**src/rtl/ariane_pkg.sv**
```systemverilog
// Shared definitions for the RoCC accelerator controller in the execute stage.
package ariane_pkg;

  typedef enum logic [1:0] {
    ROCC_IDLE      = 2'd0,
    ROCC_CMD       = 2'd1,
    ROCC_WAIT_RESP = 2'd2,
    ROCC_DONE      = 2'd3
  } rocc_ctrl_state_e;

  localparam int unsigned ROCC_TIMEOUT_CYCLES = 1024;

endpackage

```
**src/rtl/rocc_ctrl.sv**
```systemverilog
// RoCC controller: issues one instruction at a time to the accelerator and
// returns a single-cycle writeback (result or exception) to the scoreboard.
module rocc_ctrl
  import ariane_pkg::*;
#(
  parameter int unsigned TRANS_ID_BITS  = 3,
  parameter int unsigned TIMEOUT_CYCLES = ROCC_TIMEOUT_CYCLES
) (
  input  logic                     clk_i,
  input  logic                     rst_i,
  input  logic                     flush_i,
  input  logic                     rocc_valid_i,
  output logic                     rocc_ready_o,
  input  logic [31:0]              rocc_instr_i,
  input  logic [63:0]              rs1_i,
  input  logic [63:0]              rs2_i,
  input  logic [TRANS_ID_BITS-1:0] trans_id_i,
  output logic                     cmd_valid_o,
  input  logic                     cmd_ready_i,
  output logic [31:0]              cmd_instr_o,
  output logic [63:0]              cmd_rs1_o,
  output logic [63:0]              cmd_rs2_o,
  input  logic                     resp_valid_i,
  output logic                     resp_ready_o,
  input  logic [4:0]               resp_rd_i,
  input  logic [63:0]              resp_data_i,
  output logic                     rocc_valid_o,
  output logic [TRANS_ID_BITS-1:0] rocc_trans_id_o,
  output logic [63:0]              rocc_result_o,
  output logic                     rocc_ex_valid_o,
  output logic                     busy_o,
  output rocc_ctrl_state_e         state_o
);

  localparam int CNT_W = $clog2(TIMEOUT_CYCLES) + 1;
  localparam logic [CNT_W-1:0] CNT_LAST = CNT_W'(TIMEOUT_CYCLES - 1);

  rocc_ctrl_state_e         state_q;
  logic [CNT_W-1:0]         cnt_q;
  logic [31:0]              instr_q;
  logic [63:0]              rs1_q;
  logic [63:0]              rs2_q;
  logic [TRANS_ID_BITS-1:0] trans_id_q;
  logic [63:0]              result_q;
  logic                     ex_q;

  // Handshakes: a transfer happens on a rising edge where valid and ready are
  // both high; a valid source holds valid and payload stable until then, and
  // ready never depends on the partner's valid.
  always_ff @(posedge clk_i) begin
    if (rst_i) begin
      state_q    <= ROCC_IDLE;
      cnt_q      <= '0;
      instr_q    <= '0;
      rs1_q      <= '0;
      rs2_q      <= '0;
      trans_id_q <= '0;
      result_q   <= '0;
      ex_q       <= 1'b0;
    end else begin
      case (state_q)
        ROCC_IDLE: begin
          if (rocc_valid_i && !flush_i) begin
            instr_q    <= rocc_instr_i;
            rs1_q      <= rs1_i;
            rs2_q      <= rs2_i;
            trans_id_q <= trans_id_i;
            result_q   <= '0;
            ex_q       <= 1'b0;
            state_q    <= ROCC_CMD;
          end
        end
        ROCC_CMD: begin
          // A flush racing the command handshake still counts the command as sent.
          if (flush_i) begin
            state_q <= ROCC_IDLE;
          end else if (cmd_ready_i) begin
            if (instr_q[14]) begin
              cnt_q   <= '0;
              state_q <= ROCC_WAIT_RESP;
            end else begin
              result_q <= '0;
              state_q  <= ROCC_DONE;
            end
          end
        end
        ROCC_WAIT_RESP: begin
          if (flush_i) begin
            state_q <= ROCC_IDLE;
          end else if (resp_valid_i) begin
            result_q <= resp_data_i;
            ex_q     <= (resp_rd_i != instr_q[11:7]);
            state_q  <= ROCC_DONE;
          end else if (cnt_q == CNT_LAST) begin
            result_q <= '0;
            ex_q     <= 1'b1;
            state_q  <= ROCC_DONE;
          end else begin
            cnt_q <= cnt_q + 1'b1;
          end
        end
        ROCC_DONE: state_q <= ROCC_IDLE;
        default:   state_q <= ROCC_IDLE;
      endcase
    end
  end

  assign rocc_ready_o    = (state_q == ROCC_IDLE) && !flush_i;
  assign cmd_valid_o     = (state_q == ROCC_CMD);
  assign cmd_instr_o     = instr_q;
  assign cmd_rs1_o       = rs1_q;
  assign cmd_rs2_o       = rs2_q;
  // Responses arriving while idle are stale and are drained silently.
  assign resp_ready_o    = (state_q == ROCC_IDLE) || (state_q == ROCC_WAIT_RESP);
  assign rocc_valid_o    = (state_q == ROCC_DONE) && !flush_i;
  assign rocc_trans_id_o = trans_id_q;
  assign rocc_result_o   = result_q;
  assign rocc_ex_valid_o = rocc_valid_o && ex_q;
  assign busy_o          = (state_q != ROCC_IDLE);
  assign state_o         = state_q;

endmodule
```
**config.mk**
```make
export PLATFORM = sky130hd
export DESIGN_NAME = rocc_ctrl
export DESIGN_NICKNAME = d
export VERILOG_FILES = /design/src/rtl/ariane_pkg.sv /design/src/rtl/rocc_ctrl.sv
export SDC_FILE = /design/constraint.sdc
export NUM_CORES = 1
export LEC_CHECK = 0
export ABC_CLOCK_PERIOD_IN_PS = 2300
export CAP_MARGIN = 20
export CORE_AREA = 2 2 182 184
export CTS_BUF_LIST = sky130_fd_sc_hd__clkbuf_8
export CTS_CLUSTER_DIAMETER = 40
export CTS_CLUSTER_SIZE = 16
export DETAILED_ROUTE_END_ITERATION = 7
export DIE_AREA = 0 0 184 186
export HOLD_SLACK_MARGIN = 0.08
export PLACE_DENSITY_LB_ADDON = 0.05
export SLEW_MARGIN = 20
export SYNTH_ARGS = -nofsm -noshare
export SYNTH_HDL_FRONTEND = slang
export SYNTH_SLANG_ARGS = --single-unit
```
**constraint.sdc**
```tcl
create_clock -name clk_i -period 2.3 [get_ports clk_i]
set_input_delay 0.575 -clock clk_i [delete_from_list [all_inputs] [get_ports clk_i]]
set_output_delay 0.575 -clock clk_i [all_outputs]
set_load 0.02 [all_outputs]
```
==> results of run 1 <==
[cell families after synthesis]
family                     Yosys count  share of synthesized area [%]
AOI/OAI and AO/OA                  259                          15.84
xor gates and xnor gates             6                         0.5979
adders and majority gates            1                         0.1423
buffers and inverters               84                          4.100
DFF                                241                          54.89
muxes                                1                         0.1139
and+or+nand+nor                    502                          24.31
[cell type report]
class,instances,area [sq um],area share [%]
diodes,3,7.507,0.04978
well taps,408,510.5,3.385
repair buffers,505,5060,33.55
flip-flops and latches,241,4830,32.02
multi-input cells,769,3625,24.03
clock buffers,47,646.9,4.289
clock inverters,31,376.6,2.497
inverters,7,26.28,0.1742
[sequential cells by signal, summed over array words and instances, names as in the netlist]
signal	flops
cmd_instr_o	32
cmd_rs1_o	64
cmd_rs2_o	64
cnt_q	11
ex_q	1
rocc_result_o	64
rocc_trans_id_o	3
state_o	2
[placed cells by master (no fill, tap or decap), types with 5 or more instances in the layout]
master,instances
clkdlybuf4s50_1,465
dfxtp_1,239
bufinv_16,9
o21ai_0,55
clkinv_2,7
clkbuf_8,47
buf_4,26
nand2_1,399
a21oi_1,165
nand3_1,5
nor4_1,5
xnor2_1,5
inv_1,18
nand2b_1,66
o21ai_1,15
buf_12,7
[worst register-to-register path, delay by kind of cell, from the launching register on]
| kind | cells | cell delay [ns] |
|---|---|---|
| adders and majority gates | 1 | 0.25 |
| AOI/OAI and AO/OA | 3 | 0.83 |
| buffers and inverters | 1 | 0.31 |
| and+or+nand+nor | 1 | 0.19 |
| DFF | 1 | 0.39 |
[worst max-delay path by stage]
| stage | startpoint | end | slack [ns] | cells after the start |
|---|---|---|---|---|
| CTS | state_o[0] | resp_ready_o | 0.003 | 2 |
| floorplan | flush_i | cmd_rs1_o[0] | 0.02 | 7 |
| global route | flush_i | rocc_ready_o | -0.006 | 6 |
| finish | flush_i | rocc_ready_o | 0.05 | 6 |
| global placement | flush_i | cmd_instr_o[24] | -0.16 | 9 |
| detailed placement | flush_i | cmd_rs1_o[44] | -0.19 | 9 |
[repair_timing]
item                                    in CTS  in global routing
endpoints found under the setup margin       8                  3
resized for setup                            7                  3
gates cloned                                 0                  0
hold endpoints to repair                     0                  0
buffers inserted                             1                  0
[power breakdown]
part	internal, mW	leakage (nW)	switching, mW
sequential	4.31	1.96	0.0723
combinational	0.736	2.88	0.627
clock	2.91	0.552	1.87
[per-stage QoR]
stage | hold WS (ns) | cells | total power, mW | instance area (sq um)
after floorplan | 0.4214 | 1094 | 4.996 | 8790
after global placement | 0.4386 | 1929 | 5.844 | 14030
after detailed placement | 0.4386 | 1929 | 5.847 | 14030
after CTS | 0.1901 | 2008 | 10.71 | 15070
after global routing | 0.2190 | 2010 | 10.99 | 15080
final | 0.2379 | 2011 | 10.53 | 15080
[per-layer routing]
metal,GRT usage [%],part of all wire (%)
met1,21.60,40
met2,30.40,46
met3,8.902,12
met4,6.592,2.5
met5,0,0.038
==> summary.txt, run 1 <==
STA
  • Final period util: between 90% and 100%
  • Max-slew headroom: 24.54%
  • Max-slew violations: 0
  • Post-layout minimum cycle time: roughly 2.2 ns
  • Actual slew at the worst max-slew pin: about 1.1 ns
  • Final worst-path setup slack: 0.05057 ns
  • Max Freq: approximately 440 MHz
  • Setup violators final: 0
  • Setup tns final: 0 ns
  • RSZ-0062 raised after global routing: true
  • Fin. Hold Viols: 0
  • Worst Skew: approximately 0.022 ns

Logic synthesis
  • Ys flop type: dfxtp_1
  • Most common cell in the netlist: nand2_1
  • Yosys top cell area share: 54.89%
  • Largest cells by area after synthesis: dfxtp_1 (55%), nand2_1 (17%), a21oi_1 (9.4%), nand2b_1 (4.7%), o21ai_0 (3.1%)
  • Number of synthesized flops with an enable pin: 0
  • Post-synth top cells: nand2_1 (400), dfxtp_1 (241), a21oi_1 (165), nand2b_1 (66), o21ai_0 (55)
  • Syn avg cell area: 8.034 sq um
  • Cell taking the most area after synthesis: dfxtp_1
  • Synthesized cell area: just under 9000 sq um
  • Syn. warnings: 0
  • Synthesized flop and latch total: approximately 240
  • Fraction of registers with async set/reset: 0%
  • Post-synthesis net count: 1333
  • Sequential-to-total area share from yosys stat: about 55%
  • Distinct cells, synth: 50
  • Synthesized instance count: roughly 1100

Routing
  • Via density: between 4 and 5
  • DR iter-0 viols: about 350
  • Final wirelength: ~34000 um
  • Residual DRC count: 0
  • Detail Route Antenna Nets: 0
  • Vias: around 9000
  • Drt first pass iters: 4
  • Post-DR wirelength/cell: ~17 um

Layout
  • P&R area growth vs syn: 71.59%
  • Share of cells above drive strength 1: between 7 and 8%
  • Final net count: 1806
  • Util after Layout: 46.83%
  • Filler cells: approximately 3200

Die
  • Die X: roughly 180 um
  • Initial Util: between 20% and 30%
  • Num rows: between 60 and 70
  • DIE HEIGHT: approximately 190 um
  • Core area: roughly 32000 sq um
  • Die area: around 34000 sq um
  • IO Pins: 473

Clocking
  • CTS H-tree depth: 2
  • Skew-Pair Late Insertion Delay: ~0.55 ns
  • Post-CTS Hold Buffers: 0
  • Num CTS Buffers: 43
  • Clock tree from TritonCTS: yes
  • Clk pin slew, worst setup/hold paths: ~0.060 ns
  • Sink Count: about 240
  • Clock tree root buffer cell: clkbuf_8
  • Clock Path Buffers: 3

Placed design
  • PortBufs: between 400 and 500
  • Gpl congestion: about 0.79
  • Final HPWL DP: about 24000 um
  • Post-Place Setup Slack: -0.1883 ns

Worst setup path
  • CP endpoint kind: primary output
  • Family with the most delay on the worst path: buffers and inverters
  • Critical path class: input port to primary output
  • Crit-path slowest cell: clkdlybuf4s50_1
  • Worst path max stage delay: around 0.41 ns
  • Critical path, cell by cell: clkdlybuf4s50_1 -> buf_4 -> buf_4 -> nor3_2 -> buf_4 -> buf_6
  • WP data arrival: ~1.7 ns
  • CP Buf/Inv Count: 5
  • CP required: roughly 1.7 ns
  • CP dominant cell by count: buf_4
  • RR Endpoint: rocc_result_o[63]
  • Worst setup SP type: input port
  • R2R setup slack: around 0.18 ns
  • Worst R2R Start: cnt_q[1]
  • Reg2reg path depth: 6
  • Worst Path Max Fanout: 5

Min path
  • Hold WC Path Type: input port to flip-flop
  • Hold path cells: 2
  • Hold Startpoint: rst_i
  • Hold path endpoint: cnt_q[1]

Global routing
  • Grt ovf: 0
  • First-pass GRT wire length: 50350 um
  • Initial antenna violation count: 3
  • Number of global-route vias before repair: 8709
  • Tot GR Track Use: around a fifth
  • Largest net degree at the start of global routing: 228

Power and ir drop
  • LEAKAGE: between 5 and 6 nW
  • Power per Cell Area: 698.1 nW/um^2
  • Peak supply drop: 0.0004866 V

Flow run
  • Max-capacitance violation count: 0

Run status
  • Status: completed
Note: power is estimated with default switching activity, not from simulation.
==> run 2, diff against run 1 <==
ABC_AREA = 1   (was unset)
HOLD_SLACK_MARGIN = 0.06   (was 0.08)
==> run 2 against run 1 <==
Compared with the run above:
- wire length rose by 13%
- setup slack improved by 0.041 ns
- sequential share of layout area is 2.2 points lower
- clock power fell by 3%
- clock skew is 0.0047 ns lower
- via count rose by 16%
- non-clock buffer count stayed put
- power increased by 25%
- first-iteration DRC count up 31%
- fmax up 1.9%
- sequential power is 11% higher
- highest routed layer unchanged
==> summary.txt, run 2 <==
Worst setup path
  • Worst path max stage delay: 0.67 ns
  • Worst setup SP type: flip-flop
  • Reg2reg path depth: 10
  • Crit-path slowest cell: clkdlybuf4s50_1
  • Worst Path Max Fanout: 4
  • WP data arrival: ~1.6 ns
  • Family with the most delay on the worst path: buffers and inverters
  • CP required: about 1.7 ns
  • Critical path class: flip-flop to primary output
  • CP endpoint kind: primary output
  • Cell count along the critical path: 1
  • CP Buf/Inv Count: 1
  • Critical path, cell by cell: clkdlybuf4s50_1

STA
  • Post-layout minimum cycle time: around 2.2 ns
  • Setup violators final: 0
  • Fin. Hold Viols: 0
  • Max-slew violations: 0
  • RSZ-0062 raised after global routing: false
  • Worst Skew: roughly 0.018 ns
  • Actual slew at the worst max-slew pin: roughly 0.4 ns
  • Max Freq: ~450 MHz
  • Final period util: 96.02%
  • Max-slew headroom: 73.58%
  • Hold_ws: 0.4496 ns
  • Setup tns final: 0 ns

Clocking
  • Clock Path Buffers: 3
  • CTS H-tree depth: 2
  • Clock tree from TritonCTS: yes
  • Clock tree root buffer cell: clkbuf_8
  • Num CTS Buffers: 45
  • Clk pin slew, worst setup/hold paths: around 0.06 ns
  • Post-CTS Hold Buffers: 0
  • Skew-Pair Late Insertion Delay: roughly 0.56 ns
  • Sink Count: approximately 240

Logic synthesis
  • Synthesized flop and latch total: 241
  • Syn avg cell area: 6.913 sq um
  • Synthesized instance count: about 1400
  • Most common cell in the netlist: nor2_1
  • Post-synth top cells: nor2_1 (422), nand2_1 (242), dfxtp_1 (241), o21ai_0 (155), inv_1 (134)
  • Yosys top cell area share: 48.64%
  • Synthesized cell area: 9920 sq um
  • Cell taking the most area after synthesis: dfxtp_1
  • Number of synthesized flops with an enable pin: 0
  • Ys flop type: dfxtp_1
  • Distinct cells, synth: 25
  • Largest cells by area after synthesis: dfxtp_1 (49%), nor2_1 (16%), nand2_1 (9.2%), o21ai_0 (7.8%), inv_1 (5.1%)
  • Syn. warnings: 0
  • Fraction of registers with async set/reset: 0%
  • Post-synthesis net count: between 1500 and 2000
  • Sequential-to-total area share from yosys stat: 48.64%

Global routing
  • Initial antenna violation count: 6
  • Largest net degree at the start of global routing: 70
  • Tot GR Track Use: 21.55%
  • First-pass GRT wire length: between 50000 and 60000 um
  • Number of global-route vias before repair: 9902
  • Grt ovf: 0

Die
  • Die X: 184 um
  • DIE HEIGHT: around 190 um
  • IO Pins: about 470
  • Core area: ~32000 sq um
  • Num rows: 66
  • Die area: around 34000 sq um
  • Initial Util: 30.80%

Routing
  • Vias: a little over 10000
  • Detail Route Antenna Nets: 0
  • Drt first pass iters: 4
  • Via density: approximately 4.4
  • Final wirelength: 38170 um
  • DR iter-0 viols: about 460
  • Post-DR wirelength/cell: approximately 16 um
  • Residual DRC count: 0

Layout
  • Most frequent cells in the layout: clkdlybuf4s50_1 (466), nor2_1 (420), nand2_1 (241), dfxtp_1 (239), o21ai_0 (155)
  • Final net count: roughly 2100
  • Most common cell after layout, fill and taps aside: clkdlybuf4s50_1
  • P&R area growth vs syn: 63.28%
  • Share of cells above drive strength 1: approximately 7.3%
  • Non-filler cells, final: about 2300

Run status
  • Status: completed

Min path
  • Hold path cells: 2
  • Hold WC Path Type: flip-flop to flip-flop

Power and ir drop
  • Peak supply drop: around 0.00047 V
  • Power, Total: ~13 mW
  • Power per Cell Area: 814.4 nW/um^2
  • LEAKAGE: roughly 6.7 nW

Placed design
  • Final HPWL DP: 27030 um
  • PortBufs: about 470
  • Gpl congestion: around 0.77
  • Placed Instances: 2253

Flow run
  • Max-capacitance violation count: 0
run 2: layer usage:
metal | GRT usage [%] | wire length (um)
met5 | 0 | 13
met4 | 6.496 | 821
met3 | 8.981 | 3832
met2 | 36.15 | 18180
met1 | 25.06 | 15320
run 2: area by class of cell:
| cell class | instances | area, sq um |
|---|---|---|
| timing repair buffer | 505 | 5186 |
| multi-input combinational | 949 | 4085 |
| tap | 408 | 510.5 |
| antenna | 4 | 10.01 |
| fill | 3205 | 16010 |
| clock buffer | 60 | 825.8 |
| sequential | 241 | 4827 |
| clock inverter | 17 | 181.4 |
| inverter | 150 | 570.5 |
run 2: repair_timing:
action,4_1_cts,5_1_grt
setup endpoints to repair,6,3
pin swaps,0,0
buffers inserted,0,0
gates resized for setup,10,3
run 2: worst paths after layout:
kind | start | endpoint | slack (ns)
max reg2reg | cnt_q[0] | rocc_result_o[28] | 0.37
min | cnt_q[7] | cnt_q[7] | 0.45
max | cmd_instr_o[14] | cmd_instr_o[14] | 0.09
min reg2reg | cnt_q[7] | cnt_q[7] | 0.45
run 2: logic make-up after synthesis:
kind of cell	after synthesis	share of synthesized area (%)
AND/OR/NAND/NOR	761	31.27
adder cells (fa/ha/maj)	1	0.1261
flip-flops	241	48.64
AO/OA/AOI/OAI	187	9.460
buffers and inverters	245	10.51
run 2: power by group:
| group | switching [mW] | internal [mW] |
|---|---|---|
| clock network | 1.87 | 2.77 |
| registers | 0.239 | 4.64 |
| logic | 1.97 | 1.71 |
run 2: stage by stage:
step	instance area (sq um)	setup slack [ns]	util (%)
after floorplan	9920	0.2090	-
after global placement	15170	-0.2811	47.11
after detailed placement	15170	-0.2387	47.11
after CTS	16180	0.006944	50.23
after global routing	16190	0.001338	50.28
final	16200	0.09161	50.29
run 2: worst min-delay path, delay by kind of cell (launching register included):
| kind | cells | cell delay (ns) |
|---|---|---|
| AO/OA/AOI/OAI | 1 | 0.05 |
| buffers and inverters | 1 | 0.05 |
| flip-flops | 1 | 0.31 |
